[config.mk]
export PLATFORM = sky130hd
export DESIGN_NAME = mux_rr_stream
export DESIGN_NICKNAME = d
export VERILOG_FILES = /design/src/rtl/mux_rr_stream.sv
export SDC_FILE = /design/constraint.sdc
export NUM_CORES = 1
export LEC_CHECK = 0
export ABC_AREA = 1
export CORE_ASPECT_RATIO = 1.25
export CORE_MARGIN = 1.5
export CORE_UTILIZATION = 46
export CTS_BUF_LIST = sky130_fd_sc_hd__clkbuf_2 sky130_fd_sc_hd__clkbuf_4 sky130_fd_sc_hd__clkbuf_8
export DETAILED_ROUTE_END_ITERATION = 8
export PLACE_DENSITY = 0.95
export SLEW_MARGIN = 5
export SYNTH_ARGS = -nofsm -noshare
export SYNTH_HDL_FRONTEND = slang
export SYNTH_SLANG_ARGS = --single-unit
export TNS_END_PERCENT = 20
[constraint.sdc]
create_clock -name i_clk -period 4.6 [get_ports i_clk]
set_input_delay 0.92 -clock i_clk [delete_from_list [all_inputs] [get_ports i_clk]]
set_output_delay 0.92 -clock i_clk [all_outputs]
set_load 0.005 [all_outputs]
[src/rtl/mux_rr_stream.sv]
// mux_rr_stream: N-to-1 stream multiplexer with a registered output stage.
// A channel is chosen either by an explicit select (fixed mode) or by a
// round-robin arbiter (RR mode). The winner is then loaded into one output
// register that has a valid/ready handshake.
//
// Ports:
//   i_clk, i_rst  clock, asynchronous active-high reset
//   i_mode        0 = fixed select, 1 = round-robin
//   i_sel         channel index used in fixed mode
//   i_valid       per-channel valid (bit k = channel k)
//   i_data        channel k at [k*BW +: BW]
//   o_ready       per-channel ready (combinational, at most one bit set)
//   o_valid       output register holds a word
//   o_data        registered output word
//   o_ch          source channel of o_data
//   i_ready       downstream ready
module mux_rr_stream #(
  parameter int unsigned BW = 8,
  parameter int unsigned N  = 4,
  parameter int unsigned SW = $clog2(N)
) (
  input  logic              i_clk,
  input  logic              i_rst,
  input  logic              i_mode,
  input  logic [SW-1:0]     i_sel,
  input  logic [N-1:0]      i_valid,
  input  logic [N*BW-1:0]   i_data,
  output logic [N-1:0]      o_ready,
  output logic              o_valid,
  output logic [BW-1:0]     o_data,
  output logic [SW-1:0]     o_ch,
  input  logic              i_ready
);

  localparam logic [SW-1:0] LAST_CH = SW'(N - 1);

  logic              valid_q, valid_d;
  logic [BW-1:0]     data_q,  data_d;
  logic [SW-1:0]     ch_q,    ch_d;
  logic [SW-1:0]     ptr_q,   ptr_d;

  logic              ld;
  logic              grant_valid;
  logic [SW-1:0]     grant;
  int unsigned       rr_idx;

  // The output register can take a word when empty or when drained this cycle
  assign ld = !valid_q || i_ready;

  // Grant selection. The RR search runs from the farthest candidate to the
  // nearest one, so the last hit is the first channel after ptr.
  always_comb begin
    grant_valid = 1'b0;
    grant       = '0;
    rr_idx      = 0;
    if (!i_mode) begin
      for (int unsigned k = 0; k < N; k++) begin
        if (i_sel == SW'(k) && i_valid[k]) begin
          grant_valid = 1'b1;
          grant       = SW'(k);
        end
      end
    end else begin
      for (int unsigned off = N; off >= 1; off--) begin
        rr_idx = 32'(ptr_q) + off;
        if (rr_idx >= N) begin
          rr_idx = rr_idx - N;
        end
        if (i_valid[rr_idx]) begin
          grant_valid = 1'b1;
          grant       = SW'(rr_idx);
        end
      end
    end
  end

  // One-hot ready toward the granted producer, suppressed during reset
  always_comb begin
    o_ready = '0;
    for (int unsigned k = 0; k < N; k++) begin
      o_ready[k] = !i_rst && ld && grant_valid && (grant == SW'(k));
    end
  end

  // Next-state for the output register and the round-robin pointer
  always_comb begin
    valid_d = valid_q;
    data_d  = data_q;
    ch_d    = ch_q;
    ptr_d   = ptr_q;
    if (ld) begin
      valid_d = grant_valid;
      if (grant_valid) begin
        for (int unsigned k = 0; k < N; k++) begin
          if (grant == SW'(k)) begin
            data_d = i_data[k*BW +: BW];
          end
        end
        ch_d = grant;
        if (i_mode) begin
          ptr_d = grant;
        end
      end
    end
  end

  // ptr resets to the last channel so that channel 0 has first priority
  always_ff @(posedge i_clk or posedge i_rst) begin
    if (i_rst) begin
      valid_q <= 1'b0;
      data_q  <= '0;
      ch_q    <= '0;
      ptr_q   <= LAST_CH;
    end else begin
      valid_q <= valid_d;
      data_q  <= data_d;
      ch_q    <= ch_d;
      ptr_q   <= ptr_d;
    end
  end

  assign o_valid = valid_q;
  assign o_data  = data_q;
  assign o_ch    = ch_q;

endmodule

==> metrics <==
largest net degree at the start of global routing=21; clk sinks=13; Ant. Diodes=0; status=finished, final reports clean; share of cells above drive strength 1=12.17%; total wire length=3291 um; post-synthesis instance area=1229 um2; vias in the first global route=1,333; RSZ-0062 raised after global routing=false; compound-gate portion of the synthesized area=7.230%; Synth Net Count=248; die height=60.78 um; final setup vio count=0; WL/cell=11.12 um; Initial Utilization=49.60%; Leak Pwr=0.9454 nW; detailed-routing iteration count for the pre-antenna-repair pass=4; mean number of vias per cell=4.932; number of H-tree levels=1; largest family of logic cells by synthesized area=simple AND/OR/NAND/NOR gates; Hold Fails Final Rpt=0; Logic pwr share=67.1%; Clk pin slew, worst setup/hold paths=80 ps; Power Dens Cells=495.5 nW/um2; Core ar.=2477 um2; NumNets Final=306; Post-Synthesis Cells=206; design area=1839 um2; Post-CTS Setup Bufs=0; Fmax=246.9 MHz; Die X=49.23 um; DRT iter0 DRCs=30; Worst-Margin Slew=467.3 ps; die area=2992 um2; Synth Area in Adders=0%; setup tns final=0 ps; drt drc=0; fin. max-slew vios=0; Vias=1,460; P_int=478.0 uW; synthesized flop and latch total=13; non-filler cells in the finished layout=296; arrival time worst endpoint=3130 ps; GRT Overall Usage=22.41%; Clk pwr share=8.3%; critical path startpoint category=input pin; GRT overflow=0; CTS tree=built; Req. time, crit path=3680 ps; CP max stage delay=520 ps; xor/xnor share of the synthesized area=0%; Final HPWL DP=2668 um; Cell variety after synth=24; Worst Path Max Fanout=10; CTS buffer count=3; Max-cap violations=0; Net Sw Power=433.4 uW; Root Driver=clkbuf_4; initial antenna violation count=0; Max-slew headroom=68.81%; hold crit path type=reg -> reg; Seq/Total Area, Yosys=26.68%; Final ANT Viol Nets=0; synth warn=0; worst skew pair latency=270 ps; Resized cells post-CTS=0; clk_skew=7.761 ps; Syn-to-layout area delta=49.69%; first-pass GRT wire length=5264 um; post-synthesis simple-gate area fraction=52.95%; port bufs=56; Hold Slack=496.4 ps; period utilization=88.04%; maximum buffer depth of the clock tree=2; WS Path Type=in -> out; num ports=57; Fill cells=206; CP Cell Sequence=clkdlybuf4s50_1 > inv_1 > nand2_1 > nand3_1 > nand2_1 > inv_2 > nand2_2 > nand3_2 > nand3_4 > nand2_4 > nor2_8 > inv_6 > nor2_1 > clkdlybuf4s50_1; Setup crit end kind=output port; mux share of post-synthesis cell area=0%; FP Rows=20; Peak supply drop=0.2714 mV; placed cells=292; fin crit period=4050 ps; Flop pwr share=24.6%; sw frac=47.55%; Avg Cell Area, Syn=5.964 um2; crit path max-delay cell type=clkdlybuf4s50_1; placed inst area=1809 um2; RD Place Congestion=0.8193; cts hold-fix bufs=0
[critical path: cells and delay by family]
family                 cells  cell delay, ps
and+or+nand+nor            9            1010
buffers and inverters      5            1190
[area by class of cell]
cell class | count | area (um2) | area share, %
multi-input cells | 155 | 739.5 | 40.20
repair buffers | 57 | 568.0 | 30.88
flip-flops and latches | 13 | 327.8 | 17.82
inverters | 34 | 132.6 | 7.211
well taps | 33 | 41.29 | 2.245
clock buffers | 4 | 30.03 | 1.633
[registers in the layout, indices dropped and copies added, names as in the netlist]
signal,count
ptr_q,2
o_valid,1
o_ch,2
o_data,8
[cell usage in the layout (no fill, tap or decap), types with 4 or more instances in the layout]
cell type and instances:
o21ai_0 6, clkdlybuf4s50_1 56, a21oi_1 8, nand3_1 15
inv_1 28, nor2_1 18, nand2_2 6, nor2_2 8
nand4_1 8, inv_2 4, clkbuf_4 4, dfrtp_1 11
nand2_1 76
[power groups by stage]
stage | clock network [mW] | logic [mW] | registers [mW]
6_report | 0.0759 | 0.611 | 0.224
5_1_grt | 0.0819 | 0.678 | 0.230
3_3_place_gp | 0 | 0.592 | 0.224
2_1_floorplan | 0 | 0.407 | 0.211
3_5_place_dp | 0 | 0.611 | 0.222
4_1_cts | 0.0763 | 0.611 | 0.223
[layer usage]
metal,routed length [um],global-route usage [%],vias up
li1,-,-,761
met1,1408,24.00,645
met4,38,3.673,0
met3,157,4.680,4
met2,1685,45.75,50
met5,0,0,-
[synth_stat cells (all sizes together)]
cell type  instances  area (um2)
nor2              27       137.6
o21ai              8       40.04
clkinv             1       3.750
nand3             18       112.6
o311ai             1       8.760
a21oi              8       40.04
inv               33       128.9
nand2             84       345.3
buf                4       28.78
nor3               1       5.000
dfstp              2       52.55
dfrtp             11       275.3
nand4              8       50.05
[metrics by stage]
| stage | setup slack [ps] | util (%) | total power, mW |
|---|---|---|---|
| 2_1_floorplan | 1758 | - | 0.6183 |
| 3_3_place_gp | 537.3 | 73.03 | 0.8157 |
| 3_5_place_dp | 565.0 | 73.03 | 0.8325 |
| 4_1_cts | 559.1 | 74.24 | 0.9105 |
| 5_1_grt | 367.8 | 74.24 | 0.9896 |
| 6_report | 550.0 | 74.24 | 0.9113 |
[cell families after synthesis]
kind of cell / count (synthesis)
simple gates: 138
flops: 13
buf+inv: 38
compound gates: 17
[final timing paths]
path | slack [ps] | depth (start not counted) | end | from
min in group asynchronous | 1040 | 2 | o_data[7] | i_rst
worst min register to register | 500 | 2 | o_ch[0] | o_ch[0]
worst min-delay path | 500 | 2 | o_ch[0] | o_ch[0]
worst max-delay path | 550 | 14 | o_ready[3] | i_valid[3]
max in group asynchronous | 3210 | 2 | ptr_q[1] | i_rst
worst max register to register | 2410 | 15 | o_data[0] | ptr_q[0]
(Power assumes the default switching activity.)
